===== src/rtl/branch_resolver_if.sv =====
// Commit-side handshake plus predictor-update and rollback buses of the branch resolver.
// The slave modport is the resolver; the master modport is the ROB/consumer side.
interface branch_resolver_if;
    logic        commit_valid_from_rob;
    logic        commit_is_branch;
    logic [31:0] commit_pc;
    logic        commit_pred_taken;
    logic        commit_taken;
    logic [31:0] commit_target;
    logic        commit_ready_to_rob;
    logic        enable_to_predictor;
    logic [31:0] inst_addr_to_predictor;
    logic        jump_result_to_predictor;
    logic        rollback_flag;
    logic [31:0] rollback_pc;

    modport slave (
        input  commit_valid_from_rob, commit_is_branch, commit_pc,
               commit_pred_taken, commit_taken, commit_target,
        output commit_ready_to_rob, enable_to_predictor, inst_addr_to_predictor,
               jump_result_to_predictor, rollback_flag, rollback_pc
    );

    modport master (
        output commit_valid_from_rob, commit_is_branch, commit_pc,
               commit_pred_taken, commit_taken, commit_target,
        input  commit_ready_to_rob, enable_to_predictor, inst_addr_to_predictor,
               jump_result_to_predictor, rollback_flag, rollback_pc
    );
endinterface


===== src/rtl/branch_resolver.sv =====
// Resolves committed conditional branches: predictor update, misprediction rollback,
// post-rollback drain window and saturating branch/mispredict statistics.
module branch_resolver #(
    parameter int DRAIN_CYCLES = 3,
    parameter int CNT_W        = 32
) (
    input  logic                clk_in,
    input  logic                rst_in,
    input  logic                rdy_in,
    branch_resolver_if.slave    bus,
    output logic [CNT_W-1:0]    branch_count,
    output logic [CNT_W-1:0]    mispredict_count
);

    localparam int DRAIN_W = (DRAIN_CYCLES > 2) ? $clog2(DRAIN_CYCLES) : 1;
    localparam logic [DRAIN_W-1:0] DRAIN_LOAD =
        (DRAIN_CYCLES > 0) ? DRAIN_W'(DRAIN_CYCLES - 1) : '0;

    typedef enum logic [1:0] {
        S_IDLE     = 2'd0,
        S_ROLLBACK = 2'd1,
        S_DRAIN    = 2'd2
    } state_t;

    function automatic logic [CNT_W-1:0] sat_inc(input logic [CNT_W-1:0] v);
        return (&v) ? v : v + CNT_W'(1);
    endfunction

    function automatic logic [31:0] redirect_pc(input logic        taken,
                                                input logic [31:0] pc,
                                                input logic [31:0] target);
        return taken ? target : pc + 32'd4;
    endfunction

    state_t               r_state;
    state_t               w_state_nxt;
    logic [DRAIN_W-1:0]   r_drain_cnt;
    logic [DRAIN_W-1:0]   w_drain_nxt;

    logic                 w_ready;
    logic                 w_accept;
    logic                 w_br_accept;
    logic                 w_mispredict;

    logic                 r_enable_p1;
    logic [31:0]          r_addr_p1;
    logic                 r_result_p1;
    logic                 r_rollback_p1;
    logic [31:0]          r_rb_pc_p1;
    logic [CNT_W-1:0]     r_branch_cnt;
    logic [CNT_W-1:0]     r_mis_cnt;

    // Ready is forced low during reset even though the state already reads IDLE.
    assign w_ready      = rdy_in && !rst_in && (r_state == S_IDLE);
    assign w_accept     = bus.commit_valid_from_rob && w_ready;
    assign w_br_accept  = w_accept && bus.commit_is_branch;
    assign w_mispredict = w_br_accept && (bus.commit_pred_taken != bus.commit_taken);

    always_comb begin
        w_state_nxt = r_state;
        w_drain_nxt = r_drain_cnt;
        if (rdy_in) begin
            case (r_state)
                S_IDLE: begin
                    if (w_mispredict) w_state_nxt = S_ROLLBACK;
                end
                S_ROLLBACK: begin
                    if (DRAIN_CYCLES == 0) begin
                        w_state_nxt = S_IDLE;
                    end else begin
                        w_state_nxt = S_DRAIN;
                        w_drain_nxt = DRAIN_LOAD;
                    end
                end
                S_DRAIN: begin
                    if (r_drain_cnt == '0) w_state_nxt = S_IDLE;
                    else                   w_drain_nxt = r_drain_cnt - DRAIN_W'(1);
                end
                default: w_state_nxt = S_IDLE;
            endcase
        end
    end

    always_ff @(posedge clk_in or posedge rst_in) begin
        if (rst_in) begin
            r_state     <= S_IDLE;
            r_drain_cnt <= '0;
        end else begin
            r_state     <= w_state_nxt;
            r_drain_cnt <= w_drain_nxt;
        end
    end

    // Commit -> p1: predictor update, rollback and statistics, all frozen while rdy_in is low.
    always_ff @(posedge clk_in or posedge rst_in) begin
        if (rst_in) begin
            r_enable_p1   <= 1'b0;
            r_addr_p1     <= '0;
            r_result_p1   <= 1'b0;
            r_rollback_p1 <= 1'b0;
            r_rb_pc_p1    <= '0;
            r_branch_cnt  <= '0;
            r_mis_cnt     <= '0;
        end else if (rdy_in) begin
            r_enable_p1   <= w_br_accept;
            r_rollback_p1 <= w_mispredict;
            if (w_br_accept) begin
                r_addr_p1    <= bus.commit_pc;
                r_result_p1  <= bus.commit_taken;
                r_branch_cnt <= sat_inc(r_branch_cnt);
            end
            if (w_mispredict) begin
                r_rb_pc_p1 <= redirect_pc(bus.commit_taken, bus.commit_pc, bus.commit_target);
                r_mis_cnt  <= sat_inc(r_mis_cnt);
            end
        end
    end

    assign bus.commit_ready_to_rob      = w_ready;
    assign bus.enable_to_predictor      = r_enable_p1;
    assign bus.inst_addr_to_predictor   = r_addr_p1;
    assign bus.jump_result_to_predictor = r_result_p1;
    assign bus.rollback_flag            = r_rollback_p1;
    assign bus.rollback_pc              = r_rb_pc_p1;
    assign branch_count                 = r_branch_cnt;
    assign mispredict_count             = r_mis_cnt;

endmodule


===== src/flat_wrapper.sv =====
// flat-port wrapper written by rule: the top's interface ports become plain ports
module branch_resolver_flat 
#(
    parameter int DRAIN_CYCLES = 3,
    parameter int CNT_W        = 32
)
  (clk_in, rst_in, rdy_in, branch_count, mispredict_count, bus_commit_valid_from_rob, bus_commit_is_branch, bus_commit_pc, bus_commit_pred_taken, bus_commit_taken, bus_commit_target, bus_commit_ready_to_rob, bus_enable_to_predictor, bus_inst_addr_to_predictor, bus_jump_result_to_predictor, bus_rollback_flag, bus_rollback_pc);
  branch_resolver_if bus_i ();
  input  logic clk_in;
  input  logic rst_in;
  input  logic rdy_in;
  output logic [CNT_W-1:0] branch_count;
  output logic [CNT_W-1:0] mispredict_count;
  input wire logic [$bits(bus_i.commit_valid_from_rob)-1:0] bus_commit_valid_from_rob;
  input wire logic [$bits(bus_i.commit_is_branch)-1:0] bus_commit_is_branch;
  input wire logic [$bits(bus_i.commit_pc)-1:0] bus_commit_pc;
  input wire logic [$bits(bus_i.commit_pred_taken)-1:0] bus_commit_pred_taken;
  input wire logic [$bits(bus_i.commit_taken)-1:0] bus_commit_taken;
  input wire logic [$bits(bus_i.commit_target)-1:0] bus_commit_target;
  output wire logic [$bits(bus_i.commit_ready_to_rob)-1:0] bus_commit_ready_to_rob;
  output wire logic [$bits(bus_i.enable_to_predictor)-1:0] bus_enable_to_predictor;
  output wire logic [$bits(bus_i.inst_addr_to_predictor)-1:0] bus_inst_addr_to_predictor;
  output wire logic [$bits(bus_i.jump_result_to_predictor)-1:0] bus_jump_result_to_predictor;
  output wire logic [$bits(bus_i.rollback_flag)-1:0] bus_rollback_flag;
  output wire logic [$bits(bus_i.rollback_pc)-1:0] bus_rollback_pc;
  assign bus_i.commit_valid_from_rob = bus_commit_valid_from_rob;
  assign bus_i.commit_is_branch = bus_commit_is_branch;
  assign bus_i.commit_pc = bus_commit_pc;
  assign bus_i.commit_pred_taken = bus_commit_pred_taken;
  assign bus_i.commit_taken = bus_commit_taken;
  assign bus_i.commit_target = bus_commit_target;
  assign bus_commit_ready_to_rob = bus_i.commit_ready_to_rob;
  assign bus_enable_to_predictor = bus_i.enable_to_predictor;
  assign bus_inst_addr_to_predictor = bus_i.inst_addr_to_predictor;
  assign bus_jump_result_to_predictor = bus_i.jump_result_to_predictor;
  assign bus_rollback_flag = bus_i.rollback_flag;
  assign bus_rollback_pc = bus_i.rollback_pc;
  branch_resolver #(.DRAIN_CYCLES(DRAIN_CYCLES), .CNT_W(CNT_W)) u_core (.clk_in(clk_in), .rst_in(rst_in), .rdy_in(rdy_in), .bus(bus_i), .branch_count(branch_count), .mispredict_count(mispredict_count));
endmodule

===== config.mk =====
export PLATFORM = sky130hd
export DESIGN_NAME = branch_resolver_flat
export DESIGN_NICKNAME = d
export VERILOG_FILES = /design/src/rtl/branch_resolver_if.sv /design/src/rtl/branch_resolver.sv /design/src/flat_wrapper.sv
export SDC_FILE = /design/constraint.sdc
export NUM_CORES = 1
export LEC_CHECK = 0
export CAP_MARGIN = 20
export CORE_MARGIN = 2
export CORE_UTILIZATION = 43
export CTS_CLUSTER_SIZE = 40
export DETAILED_ROUTE_END_ITERATION = 10
export MAX_ROUTING_LAYER = met4
export PLACE_DENSITY_LB_ADDON = 0.1
export SLEW_MARGIN = 20
export SYNTH_ARGS = -nofsm -noshare
export SYNTH_HDL_FRONTEND = slang
export SYNTH_SLANG_ARGS = --single-unit
export TNS_END_PERCENT = 5

===== constraint.sdc =====
create_clock -name clk_in -period 5.03 [get_ports clk_in]
set_clock_uncertainty 0.2 [all_clocks]
set_input_delay 1.006 -clock clk_in [delete_from_list [all_inputs] [get_ports clk_in]]
set_output_delay 1.006 -clock clk_in [all_outputs]
set_load 0.005 [all_outputs]

==> results.sh, run 1 <==
export IMPL_cts_sinks=135
export IMPL_die_w_um=129
export IMPL_cts_hold_buf=0
export IMPL_intPower_mw=2.86
export IMPL_synth_fp_nets=794
export IMPL_dp_slack_ns=0.722
export IMPL_yosysSeqAreaShare_pct=49.9
export IMPL_ys_seq_elements=135
export IMPL_fin_hold_ws_ns=0.268
export IMPL_wire_per_inst_um=16.9
export IMPL_hold_class="flip-flop to flip-flop"
export IMPL_yosys_warnings=0
export IMPL_tritoncts="done"
export IMPL_hold_viol_final=0
export IMPL_drive_above_1_share_pct=6.03
export IMPL_worst_path_buf_inv=3
export IMPL_finalInstanceArea_um2=9630
export IMPL_portBuffers=202
export IMPL_worstReg2RegStart="u_core.r_state[1]"
export IMPL_crit_family="buffers and inverters"
export IMPL_ios=203
export IMPL_setup_viol=0
export IMPL_fin_ws_ns=0.712
export IMPL_cts_setup_buffers=0
export IMPL_hp_start="u_core.bus.inst_addr_to_predictor[31]"
export IMPL_postPlaceCellArea_um2=8990
export IMPL_synth_avg_cell_area_um2=9.41
export IMPL_drtIter0Drc=298
export IMPL_synth_flop_cell="dfrtp_1"
export IMPL_dpl_hpwl_um=14000
export IMPL_layout_cells_non_filler=1140
export IMPL_critPathKind="input pin to output pin"
export IMPL_cp_start_kind="input pin"
export IMPL_async_reset_ff_share_pct=100
export IMPL_clk_latency_ns=0.42
export IMPL_seqPwrFrac_pct=39.4
export IMPL_die_h_um=129
export IMPL_nets=993
export IMPL_num_rows=45
export IMPL_synth_most_common_cell="nand2_1"
export IMPL_p_clk_share_pct=33.9
export IMPL_finalSetupTns_ns=0
export IMPL_num_vias=6102
export IMPL_cts_max_path_buffers=2
export IMPL_areaGrowthSynthToFinish_pct=42.3
export IMPL_cts_max_level=4
export IMPL_num_antenna_cells=0
export IMPL_max_vdd_ir_drop_uv=256
export IMPL_netlist_area_leader_share_pct=49.9
export IMPL_grt_first_pass_wirelength_um=31000
export IMPL_drc=0
export IMPL_core_area_um2=15300
export IMPL_status="complete, no violations"
export IMPL_critPathArrivalTime_ns=3.11
export IMPL_synthTopCellsByCount="141 x nand2_1, 135 x dfrtp_1, 53 x xnor2_1"
export IMPL_ant_nets=0
export IMPL_final_period_utilization_pct=85.8
export IMPL_cp_cell_sequence="clkdlybuf4s50_1, or4b_1, inv_1, clkdlybuf4s50_1"
export IMPL_worst_path_max_delay_cell="or4b_1"
export IMPL_path_max_fanout=9
export IMPL_dr_pass1_iters=7
export IMPL_rsz0062_at_grt="false"
export IMPL_synth_largest_area_cell="dfrtp_1"
export IMPL_grt_max_degree=80
export IMPL_relSlewSlack_pct=45.0
export IMPL_max_freq_ghz=0.232
export IMPL_crit_top_cell="clkdlybuf4s50_1"
export IMPL_max_stage_delay_ns=0.75
export IMPL_fin_util_pct=62.9
export IMPL_yosysUniqueCellTypes=43
export IMPL_initial_core_util_pct=44.2
export IMPL_critPathCaptureType="output pin"
export IMPL_track_usage_pct=24.4
export IMPL_drv_cap=0
export IMPL_worstPathRequired_ns=3.82
export IMPL_p_sw_share_pct=26.5
export IMPL_max_slew_worst_pin_slew_ns=0.819
export IMPL_synth_edf_count=0
export IMPL_power_switching_mw=1.03
export IMPL_drv_slew=0
export IMPL_grt_pass1_vias=5996
export IMPL_overflow=0
export IMPL_p_per_area_nw_per_um2=404
export IMPL_cts_made_buffers=17
export IMPL_wirelength_um=19300
export IMPL_root_buffer="clkbuf_16"
export IMPL_antenna_found_initial=0
export IMPL_dp_cells=1110
export IMPL_ctsResizeCount=0
export IMPL_viasPerCell=5.35
export IMPL_synthTopCellsByArea="dfrtp_1 50%, nand2_1 7.8%, xnor2_1 6.9%"
export IMPL_clk_pin_slew_ns=0.05
export IMPL_comb_power_share_pct=26.6
export IMPL_critPathLaunch="rdy_in"
export IMPL_netlist_area_um2=6770
export IMPL_fillers=1304
export IMPL_gp_congestion=0.895
export IMPL_die_area_um2=16800
export IMPL_total_power_mw=3.89
export IMPL_synth_cells=719
export IMPL_finalCriticalPeriod_ns=4.32
export IMPL_p_leak_nw=4.12
[sequential cells by signal, indices dropped and copies added (netlist names)]
| signal | flops |
|---|---|
| u_core.branch_count | 32 |
| u_core.bus.inst_addr_to_predictor | 32 |
| u_core.bus.rollback_pc | 32 |
| u_core.mispredict_count | 32 |
| u_core.r_drain_cnt | 2 |
| u_core.r_state | 2 |
| u_core.bus.enable_to_predictor | 1 |
| u_core.bus.jump_result_to_predictor | 1 |
| u_core.bus.rollback_flag | 1 |
[power groups by stage]
| stage | Sequential [mW] | Clock [mW] | Combinational [mW] |
|---|---|---|---|
| 2_1_floorplan | 1.55 | 0 | 0.322 |
| 3_3_place_gp | 1.53 | 0 | 1.02 |
| 3_5_place_dp | 1.54 | 0 | 1.05 |
| 4_1_cts | 1.53 | 1.35 | 1.05 |
| 5_1_grt | 1.57 | 1.39 | 1.14 |
| 6_report | 1.53 | 1.32 | 1.04 |
[area by class of cell]
cell class / instances / area [um^2] / area share (%)
Inverter: 15 / 61.3 / 0.637
Clock inverter: 8 / 146 / 1.52
Sequential cell: 135 / 3380 / 35.1
Tap cell: 211 / 264 / 2.74
Clock buffer: 22 / 474 / 4.93
Multi-Input combinational cell: 541 / 3240 / 33.7
Timing Repair Buffer: 208 / 2060 / 21.4
[cells in the final DEF, fill, tap and decap left out, drive strengths merged, types with 13 or more instances in the layout]
master | Yosys | layout
nor4 | 13 | 13
inv | 15 | 15
xnor2 | 54 | 54
nand3 | 47 | 47
clkbuf | 22 | 22
nor2 | 38 | 38
nand2 | 141 | 141
and3 | 26 | 26
a21oi | 28 | 28
dfrtp | 135 | 135
xor2 | 30 | 30
nor3 | 21 | 21
nand4 | 43 | 43
o21ai | 32 | 32
clkdlybuf4s50 | 0 | 201
[worst paths after layout]
| path | to | slack, ns | depth (start not counted) |
|---|---|---|---|
| max | bus_commit_ready_to_rob | 0.71 | 4 |
| min | u_core.bus.inst_addr_to_predictor[31] | 0.27 | 2 |
| max reg2reg | u_core.branch_count[15] | 2.03 | 7 |
| min reg2reg | u_core.bus.inst_addr_to_predictor[31] | 0.27 | 2 |
| max in group asynchronous | u_core.bus.rollback_pc[24] | 2.82 | 3 |
| min in group asynchronous | u_core.bus.rollback_flag | 0.93 | 2 |
[layer usage]
layer	global-route usage, %	up-vias	wire (um)
met5	-	-	0
met4	8.98	0	408
met3	6.11	31	1310
met2	37.6	240	8950
met1	31.4	2926	8620
li1	-	2905	-
[cells by family (layout without fill, tap and decap cells)]
kind of cell | count (synthesis) | in the layout | share of synthesized area (%)
AND/OR/NAND/NOR | 364 | 364 | 27.5
adder cells (fa/ha/maj) | 4 | 4 | 0.740
multiplexers | 12 | 12 | 1.85
buffers and inverters | 43 | 253 | 2.63
XOR/XNOR | 84 | 84 | 11.0
AO/OA/AOI/OAI | 77 | 77 | 6.40
flip-flops | 135 | 135 | 49.9
[worst register-to-register path: cells and delay by family (launching register included)]
| family | cells | cell delay (ns) |
|---|---|---|
| AO/OA/AOI/OAI | 2 | 0.20 |
| flip-flops | 1 | 0.42 |
| buffers and inverters | 2 | 0.65 |
| AND/OR/NAND/NOR | 3 | 1.46 |
Note: power is estimated with default switching activity, not from simulation.
==> run 2, diff against run 1 <==
--- a/config.mk
+++ b/config.mk
@@ -5,6 +5,7 @@
 export SDC_FILE = /design/constraint.sdc
 export NUM_CORES = 1
 export LEC_CHECK = 0
+export ABC_CLOCK_PERIOD_IN_PS = 5030
 export CAP_MARGIN = 20
 export CORE_MARGIN = 2
 export CORE_UTILIZATION = 43
==> results of run 2 <==
The final DEF is identical to that of run 1; final timing and power are the same.
==> run 3, diff against run 2 <==
--- a/config.mk
+++ b/config.mk
@@ -7,10 +7,10 @@
 export LEC_CHECK = 0
 export ABC_CLOCK_PERIOD_IN_PS = 5030
 export CAP_MARGIN = 20
-export CORE_MARGIN = 2
 export CORE_UTILIZATION = 43
 export CTS_CLUSTER_SIZE = 40
 export DETAILED_ROUTE_END_ITERATION = 10
+export GPL_TIMING_DRIVEN = 0
 export MAX_ROUTING_LAYER = met4
 export PLACE_DENSITY_LB_ADDON = 0.1
 export SLEW_MARGIN = 20
==> run 3 against run 2 <==
Worst setup slack improved by 0.22 ns. Core utilization increased by 0.38 points. Via count up 2.7%. Count of clock-buffer cells in the layout increased by 1. Maximum frequency grew 5.4%. Flip-flop and latch count stayed put. Critical path type unchanged. Largest power group unchanged. Highest routed layer unchanged.
==> results.sh, run 3 (synthesis results as in run 1) <==
export IMPL_portBuffers=199
export IMPL_antenna_found_initial=0
export IMPL_timing_rr_end="u_core.bus.rollback_pc[12]"
export IMPL_min_path_cells=2
export IMPL_drtIter0Drc=434
export IMPL_path_max_fanout=9
export IMPL_critPathKind="input pin to output pin"
export IMPL_fin_util_pct=63.2
export IMPL_wire_per_inst_um=16.7
export IMPL_drive_above_1_share_pct=5.36
export IMPL_holdPathEnd="u_core.bus.inst_addr_to_predictor[27]"
export IMPL_intPower_mw=2.76
export IMPL_root_buffer="clkbuf_16"
export IMPL_final_period_utilization_pct=81.4
export IMPL_p_sw_share_pct=27.2
export IMPL_cp_cell_sequence="clkdlybuf4s50_1, or4b_1, buf_6, inv_1, clkdlybuf4s50_1"
export IMPL_gp_congestion=0.863
export IMPL_worst_path_buf_inv=4
export IMPL_areaGrowthSynthToFinish_pct=42.6
export IMPL_max_vdd_ir_drop_uv=261
export IMPL_grt_max_degree=79
export IMPL_num_rows=45
export IMPL_drv_slew=0
export IMPL_hold_viol_final=0
export IMPL_cts_setup_buffers=0
export IMPL_core_area_um2=15300
export IMPL_tritoncts="done"
export IMPL_ant_nets=0
export IMPL_most_common_layout_cells="199 x clkdlybuf4s50_1, 141 x nand2_1, 135 x dfrtp_1"
export IMPL_reg2regPathDepth=5
export IMPL_max_stage_delay_ns=0.66
export IMPL_hp_start="u_core.bus.inst_addr_to_predictor[27]"
export IMPL_drc=0
export IMPL_p_per_area_nw_per_um2=393
export IMPL_ctsResizeCount=0
export IMPL_finalCriticalPeriod_ns=4.10
export IMPL_worstReg2RegStart="u_core.r_state[0]"
export IMPL_cts_max_level=4
export IMPL_fin_hold_ws_ns=0.272
export IMPL_dr_pass1_iters=5
export IMPL_cp_start_kind="input pin"
export IMPL_status="complete, no violations"
export IMPL_total_power_mw=3.79
export IMPL_wirelength_um=19400
export IMPL_seqPwrFrac_pct=40.3
export IMPL_clk_latency_ns=0.43
export IMPL_num_vias=6266
export IMPL_viasPerCell=5.39
export IMPL_layout_commonest_cell="clkdlybuf4s50_1"
export IMPL_relSlewSlack_pct=46.8
export IMPL_drv_cap=0
export IMPL_overflow=0
export IMPL_rsz0062_at_grt="false"
export IMPL_track_usage_pct=25.6
export IMPL_power_switching_mw=1.03
export IMPL_cts_sinks=135
export IMPL_num_antenna_cells=0
export IMPL_p_clk_share_pct=32.3
export IMPL_grt_first_pass_wirelength_um=31400
export IMPL_setup_viol=0
export IMPL_max_slew_worst_pin_slew_ns=0.791
export IMPL_critPathArrivalTime_ns=2.89
export IMPL_clk_pin_slew_ns=0.05
export IMPL_fillers=1281
export IMPL_worst_path_max_delay_cell="clkdlybuf4s50_1"
export IMPL_rrSetupSlack_ns=2.24
export IMPL_comb_power_share_pct=27.3
export IMPL_die_w_um=127
export IMPL_p_leak_nw=4.11
export IMPL_critPathCaptureType="output pin"
export IMPL_initial_core_util_pct=44.3
export IMPL_cts_hold_buf=0
export IMPL_ios=203
export IMPL_hold_class="flip-flop to flip-flop"
export IMPL_dpl_hpwl_um=14300
export IMPL_grt_pass1_vias=6214
export IMPL_die_area_um2=16200
export IMPL_crit_top_cell="clkdlybuf4s50_1"
export IMPL_crit_family="buffers and inverters"
export IMPL_cts_max_path_buffers=2
export IMPL_nets=1014
export IMPL_worstPathRequired_ns=3.82
export IMPL_max_freq_ghz=0.244
export IMPL_die_h_um=127
export IMPL_cts_made_buffers=17
-- run 3: worst max path at each step --
stage | from | end | cells after the start
2_1_floorplan | rst_in | u_core.branch_count[0] | 1
3_3_place_gp | rst_in | u_core.bus.inst_addr_to_predictor[6] | 2
3_5_place_dp | rdy_in | bus_commit_ready_to_rob | 5
4_1_cts | rdy_in | bus_commit_ready_to_rob | 5
5_1_grt | rdy_in | bus_commit_ready_to_rob | 5
6_report | rdy_in | bus_commit_ready_to_rob | 5
-- run 3: final cells by class --
class | count | area [um^2] | area share (%)
repair buffers | 201 | 2020 | 21.0
plain buffers | 28 | 121 | 1.26
flip-flops and latches | 135 | 3380 | 35.0
clock inverters | 8 | 97.6 | 1.01
multi-input cells | 541 | 3220 | 33.4
well taps | 211 | 264 | 2.74
inverters | 15 | 63.8 | 0.661
clock buffers | 23 | 478 | 4.95
-- run 3: per-stage QoR --
| stage | instances | TNS (ns) | setup WS, ns | cell area (um^2) |
|---|---|---|---|---|
| after floorplan | 719 | 0 | 0.213 | 6770 |
| after global placement | 1129 | -236.07 | -1.75 | 9020 |
| after detailed placement | 1130 | 0 | 0.934 | 9060 |
| after CTS | 1161 | 0 | 0.932 | 9640 |
| after global routing | 1162 | 0 | 0.882 | 9650 |
| final | 1162 | 0 | 0.933 | 9650 |
-- run 3: per-layer routing --
| metal | vias to the layer above | wire length (um) | GRT usage, % |
|---|---|---|---|
| met1 | 3044 | 8580 | 32.4 |
| met3 | 31 | 1300 | 6.53 |
| met2 | 241 | 9100 | 40.0 |
| li1 | 2950 | - | - |
| met5 | - | 0 | - |
| met4 | 0 | 401 | 8.75 |
-- run 3: worst register-to-register path, delay by kind of cell, from the launching register on --
kind / cells / cell delay (ns)
buffers and inverters: 2 / 0.66
muxes: 1 / 0.40
DFF: 1 / 0.41
and+or+nand+nor: 2 / 0.99
-- run 3: power by group through the flow --
| stage | Combinational [mW] | Clock, mW | Sequential (mW) |
|---|---|---|---|
| floorplan | 0.322 | 0 | 1.55 |
| global placement | 1.02 | 0 | 1.53 |
| detailed placement | 1.04 | 0 | 1.54 |
| CTS | 1.05 | 1.25 | 1.53 |
| global route | 1.14 | 1.29 | 1.57 |
| finish | 1.04 | 1.23 | 1.53 |
